$ cat config.mk
export PLATFORM = sky130hd
export DESIGN_NAME = mac_job_sequencer
export DESIGN_NICKNAME = d
export VERILOG_FILES = /design/src/rtl/mac_job_sequencer.sv
export SDC_FILE = /design/constraint.sdc
export NUM_CORES = 1
export LEC_CHECK = 0
export CELL_PAD_IN_SITES_DETAIL_PLACEMENT = 1
export CELL_PAD_IN_SITES_GLOBAL_PLACEMENT = 2
export CORE_ASPECT_RATIO = 0.8
export CORE_MARGIN = 2
export CORE_UTILIZATION = 34
export CTS_CLUSTER_SIZE = 20
export DETAILED_ROUTE_END_ITERATION = 16
export PLACE_DENSITY_LB_ADDON = 0.08
export SLEW_MARGIN = 30
export SYNTH_ARGS = -nofsm -noshare
export SYNTH_HDL_FRONTEND = slang
export SYNTH_SLANG_ARGS = --single-unit
$ cat constraint.sdc
create_clock -name clk -period 7.5 [get_ports clk]
set_input_delay 0.75 -clock clk [delete_from_list [all_inputs] [get_ports clk]]
set_output_delay 0.75 -clock clk [all_outputs]
set_load 0.005 [all_outputs]
$ cat src/rtl/mac_job_sequencer.sv
// mac_job_sequencer
//   Sequences one convolution job (BlockCount*CellCount operand sets) through
//   the MacLatency-stage MAC datapath. Operand-set reads are issued at up to
//   one per cycle, per-stage pipeline enables follow each read down the
//   datapath, and each returning MAC result is summed into a job accumulator.
//   The final sum is offered over a valid/ready port.
//
// Ports
//   clk         in   rising-edge clock
//   reset       in   synchronous, active-low reset
//   start       in   1-cycle pulse, begins a job (honoured in IDLE only)
//   abort       in   cancels the current job; wins over start
//   px_avail    in   pixel buffer holds at least one unread operand set
//   rd_en       out  pop one operand set this cycle
//   coeff_blk   out  coefficient block index for the current rd_en
//   coeff_cell  out  coefficient cell index for the current rd_en
//   stage_en    out  per-stage MAC pipeline register enables
//   mac_result  in   datapath output, valid when the last stage completes
//   acc_data    out  final job sum
//   acc_valid   out  acc_data valid, held until accepted
//   acc_ready   in   consumer accepts acc_data
//   busy        out  high in any state other than IDLE
//   done        out  1-cycle pulse on the acc_valid && acc_ready handshake

module mac_job_sequencer #(
    parameter int unsigned DataWidth  = 32,
    parameter int unsigned MacLatency = 4,
    parameter int unsigned BlockCount = 4,
    parameter int unsigned CellCount  = 4
) (
    input  logic                                               clk,
    input  logic                                               reset,
    input  logic                                               start,
    input  logic                                               abort,
    input  logic                                               px_avail,
    output logic                                               rd_en,
    output logic [((BlockCount > 1) ? $clog2(BlockCount) : 1)-1:0] coeff_blk,
    output logic [((CellCount > 1) ? $clog2(CellCount) : 1)-1:0]   coeff_cell,
    output logic [MacLatency-1:0]                              stage_en,
    input  logic [DataWidth-1:0]                               mac_result,
    output logic [DataWidth-1:0]                               acc_data,
    output logic                                               acc_valid,
    input  logic                                               acc_ready,
    output logic                                               busy,
    output logic                                               done
);

    localparam int unsigned JL = BlockCount * CellCount;
    localparam int unsigned BW = (BlockCount > 1) ? $clog2(BlockCount) : 1;
    localparam int unsigned CW = (CellCount > 1) ? $clog2(CellCount) : 1;
    localparam int unsigned IW = $clog2(JL + 1);

    typedef enum logic [1:0] {
        S_IDLE,
        S_ISSUE,
        S_DRAIN,
        S_EMIT
    } state_e;

    state_e               state_q, state_d;
    logic [BW-1:0]        blk_q, blk_d;
    logic [CW-1:0]        cell_q, cell_d;
    logic [IW-1:0]        issue_q, issue_d;
    logic [IW-1:0]        ret_q, ret_d;
    logic [MacLatency:0]  v_q, v_d;
    logic [DataWidth-1:0] acc_q, acc_d;
    logic [DataWidth-1:0] acc_data_q, acc_data_d;
    logic                 acc_valid_q, acc_valid_d;

    always_ff @(posedge clk) begin
        if (!reset) begin
            state_q     <= S_IDLE;
            blk_q       <= '0;
            cell_q      <= '0;
            issue_q     <= '0;
            ret_q       <= '0;
            v_q         <= '0;
            acc_q       <= '0;
            acc_data_q  <= '0;
            acc_valid_q <= 1'b0;
        end else begin
            state_q     <= state_d;
            blk_q       <= blk_d;
            cell_q      <= cell_d;
            issue_q     <= issue_d;
            ret_q       <= ret_d;
            v_q         <= v_d;
            acc_q       <= acc_d;
            acc_data_q  <= acc_data_d;
            acc_valid_q <= acc_valid_d;
        end
    end

    always_comb begin
        state_d     = state_q;
        blk_d       = blk_q;
        cell_d      = cell_q;
        issue_d     = issue_q;
        ret_d       = ret_q;
        acc_d       = acc_q;
        acc_data_d  = acc_data_q;
        acc_valid_d = acc_valid_q;

        rd_en = (state_q == S_ISSUE) && px_avail;
        done  = acc_valid_q && acc_ready && !abort;

        // v[0] marks operands registered this cycle; v[MacLatency] marks the
        // cycle in which mac_result carries that operand set's product.
        v_d = {v_q[MacLatency-1:0], rd_en};

        if (v_q[MacLatency]) begin
            acc_d = acc_q + mac_result;
            ret_d = ret_q + 1'b1;
        end

        if (rd_en) begin
            issue_d = issue_q + 1'b1;
            if (blk_q == BW'(BlockCount - 1)) begin
                blk_d = '0;
                if (cell_q == CW'(CellCount - 1)) begin
                    cell_d = '0;
                end else begin
                    cell_d = cell_q + 1'b1;
                end
            end else begin
                blk_d = blk_q + 1'b1;
            end
        end

        case (state_q)
            S_IDLE: begin
                if (start) begin
                    state_d = S_ISSUE;
                    acc_d   = '0;
                    ret_d   = '0;
                    issue_d = '0;
                    blk_d   = '0;
                    cell_d  = '0;
                end
            end
            S_ISSUE: begin
                if (rd_en && (issue_q == IW'(JL - 1))) begin
                    state_d = S_DRAIN;
                end
            end
            S_DRAIN: begin
                // Leave on the edge that absorbs the last result so the sum
                // is presented in the very next cycle.
                if (v_q[MacLatency] && (ret_q == IW'(JL - 1))) begin
                    state_d     = S_EMIT;
                    acc_valid_d = 1'b1;
                    acc_data_d  = acc_d;
                end
            end
            S_EMIT: begin
                if (acc_ready) begin
                    state_d     = S_IDLE;
                    acc_valid_d = 1'b0;
                end
            end
            default: state_d = S_IDLE;
        endcase

        // Abort discards everything in flight, including a pending result.
        if (abort) begin
            state_d     = S_IDLE;
            v_d         = '0;
            issue_d     = '0;
            ret_d       = '0;
            blk_d       = '0;
            cell_d      = '0;
            acc_d       = '0;
            acc_valid_d = 1'b0;
        end
    end

    assign coeff_blk  = blk_q;
    assign coeff_cell = cell_q;
    assign stage_en   = v_q[MacLatency-1:0];
    assign acc_data   = acc_data_q;
    assign acc_valid  = acc_valid_q;
    assign busy       = (state_q != S_IDLE);

endmodule

==> results_dict.tcl <==
set metrics [dict create \
    fin_skew_ns 0.008367 \
    setup-violations-final 0 \
    ios 82 \
    tns_ns 0 \
    hpwl_um 9459 \
    grt_pass1_wl_um 21800 \
    ys.flop_type "dfxtp_1" \
    hold_buffers 0 \
    synth.most_common_cell "dfxtp_1" \
    wl_per_cell_um 16.22 \
    cp-end-kind "register" \
    synth_cells 571 \
    hold_slack_ns 0.4550 \
    syn-num-nets 652 \
    relSlewSlack_pct 40.18 \
    synth_area_leaders "dfxtp_1, ha_1, a21oi_1" \
    start_kind "input port" \
    crit_fanout 4 \
    fillerInstances 1609 \
    fin_nets 721 \
    design_area_um2 5989 \
    async_flop_share_pct 0 \
    crit_chain "clkdlybuf4s50_1 -> ha_1 -> fa_1 -> a21o_1 -> a221o_1 -> a311o_1 -> a31o_2 -> a211oi_2 -> o21bai_1 -> a21oi_2 -> or4b_2 -> nand3_1" \
    area_growth_pct 25.58 \
    initial_utilization_pct 34.95 \
    crit_buf_inv 1 \
    min_path_type "register to register" \
    grt_pass1_vias 4421 \
    clkLatencyLatePin_ns 0.35 \
    ys_warn_count 0 \
    cts_tree "yes" \
    place_inst 809 \
    grt_usage_pct 18.86 \
    critPathTopFamily "compound AO/OA/AOI/OAI gates" \
    outcome "finished, final reports clean" \
    drc 0 \
    antenna_found_initial 0 \
    arrival_ns 3.97 \
    numPortBuffers 81 \
    clock_path_buffers 2 \
    synth_top_area_share_pct 36.10 \
    dr_total_vias 4234 \
    drv_slew 0 \
    fp.dieW_um 136.4 \
    irDropWorstVdd_v 0.0001169 \
    ys_seq_area_share_pct 36.10 \
    place_area_um2 5720 \
    drive_gt1_share_pct 3.882 \
    r2r_slack_ns 4.29 \
    dieArea_um2 15000 \
    cap_violations 0 \
    critPathSlowestCell "fa_1" \
    avgSynthCellArea_um2 8.353 \
    cts_setup_buffers 0 \
    gp_congestion 0.7813 \
    ys_types 49 \
    yosysTopAreaCell "dfxtp_1" \
    vias_per_cell 5.138 \
    multi_input_area_um2 2879 \
    core.rowCount 38 \
    die_height_um 109.9 \
    core_area_um2 13650 \
    ctsHtreeMaxLevel 3 \
    max_stage_delay_ns 0.42 \
    finalNonFillerCells 824 \
    register_area_um2 1723 \
    cp_data_required_time_ns 7.73 \
    drt_iter0_drc 136 \
    finalCritPeriodShare_pct 49.83 \
    rsz0062_at_grt "no" \
    ys_ff_latch 86 \
    cts.sinks 86 \
    post_cts_resized 0 \
    grt_max_degree 51 \
    fin_crit_ns 3.737 \
    cts_root_buf "clkbuf_16" \
    worstSetupPathType "input port to register" \
    p_leak_nw 2.331 \
    drt_wl_total_um 13370 \
    setup_ws_ns 3.763 \
    clock.fmax_mhz 267.6 \
    cts-buffers-inserted 9 \
    synth_area_um2 4770 \
    drt_first_pass_iters 4 \
    synth-edff-count 0 \
    drtAntennaViolNets 0 \
    clk_pin_slew_ns 0.06 \
    antennaDiodeCount 0 \
    final-hold-violation-count 0 \
    synthTopCellsByCount "dfxtp_1, nand2_1, a21oi_1, nor2_1, ha_1" \
    post-place-ws_ns 3.399 \
    tightest_slew_ns 0.8972 \
    gr-total-overflow 0 \
    p_per_area_nw_per_um2 159.9 \
]
-- power by group --
| part | internal (mW) | switching (mW) | total (mW) |
|---|---|---|---|
| logic | 0.0353 | 0.0414 | 0.0766 |
| registers | 0.457 | 0.000756 | 0.458 |
| clock network | 0.241 | 0.182 | 0.423 |
-- cell type report --
type	instances	area share [%]
Multi-Input combinational cell	444	48.07
Sequential cell	86	28.77
Timing Repair Buffer	85	14.04
Clock buffer	14	4.408
Tap cell	180	3.760
Inverter	14	0.8774
Clock inverter	1	0.08356
-- tightest hold or removal path, cell delays in order, from the launching register on --
cell	delay, ns
dfxtp_1	0.31
nand2_1	0.05
a21oi_1	0.05
-- stage by stage --
stage               total power [mW]  util [%]
floorplan                     0.5091         -
global placement              0.5444     41.92
detailed placement            0.5456     41.92
CTS                           0.9732     43.89
global route                   1.002     43.89
finish                        0.9579     43.89
-- sequential cells by signal, summed over array words and instances (netlist names) --
signal      flops
state_q         2
ret_q           5
v_q             5
acc_q          32
acc_data       32
acc_valid       1
coeff_cell      2
coeff_blk       2
issue_q         5
-- final timing paths --
check,startpoint,to,cells after the start
hold reg to reg,acc_data[0],acc_data[0],2
setup reg to reg,acc_q[0],acc_q[30],11
hold / removal,acc_data[0],acc_data[0],2
setup / recovery,mac_result[0],acc_q[30],12
-- logic make-up (layout without fill, tap and decap cells) --
kind of cell / count (synthesis) / count (layout) / synth area share (%)
AOI/OAI and AO/OA: 146 / 146 / 18.55
DFF: 86 / 86 / 36.10
buffers and inverters: 41 / 114 / 3.541
adders and majority gates: 43 / 43 / 11.44
xor gates and xnor gates: 34 / 34 / 6.243
muxes: 27 / 27 / 5.693
and+or+nand+nor: 194 / 194 / 18.44
-- metal layers --
layer	track usage, %	routed length, µm	vias to the layer above
li1	-	-	2137
met1	24.28	6649	2023
met2	30.94	6010	61
met3	4.933	527	13
met4	6.027	178	0
met5	0	0	-
-- cells in the final DEF (no fill, tap or decap), types with 4 or more instances in the layout --
master	n
dfxtp_1	85
buf_4	4
nand2b_1	4
a21o_1	18
inv_1	12
nand3_1	17
nor2_1	60
clkdlybuf4s50_1	81
nand4_1	7
nand2_1	70
o21bai_1	5
mux2i_1	26
a211oi_1	11
xnor2_1	18
a21oi_1	63
clkbuf_16	9
xor2_1	16
ha_1	42
nor3_1	7
and2_1	6
nand3b_1	7
o21ai_0	25
and3_1	6
(Power assumes the default switching activity.)
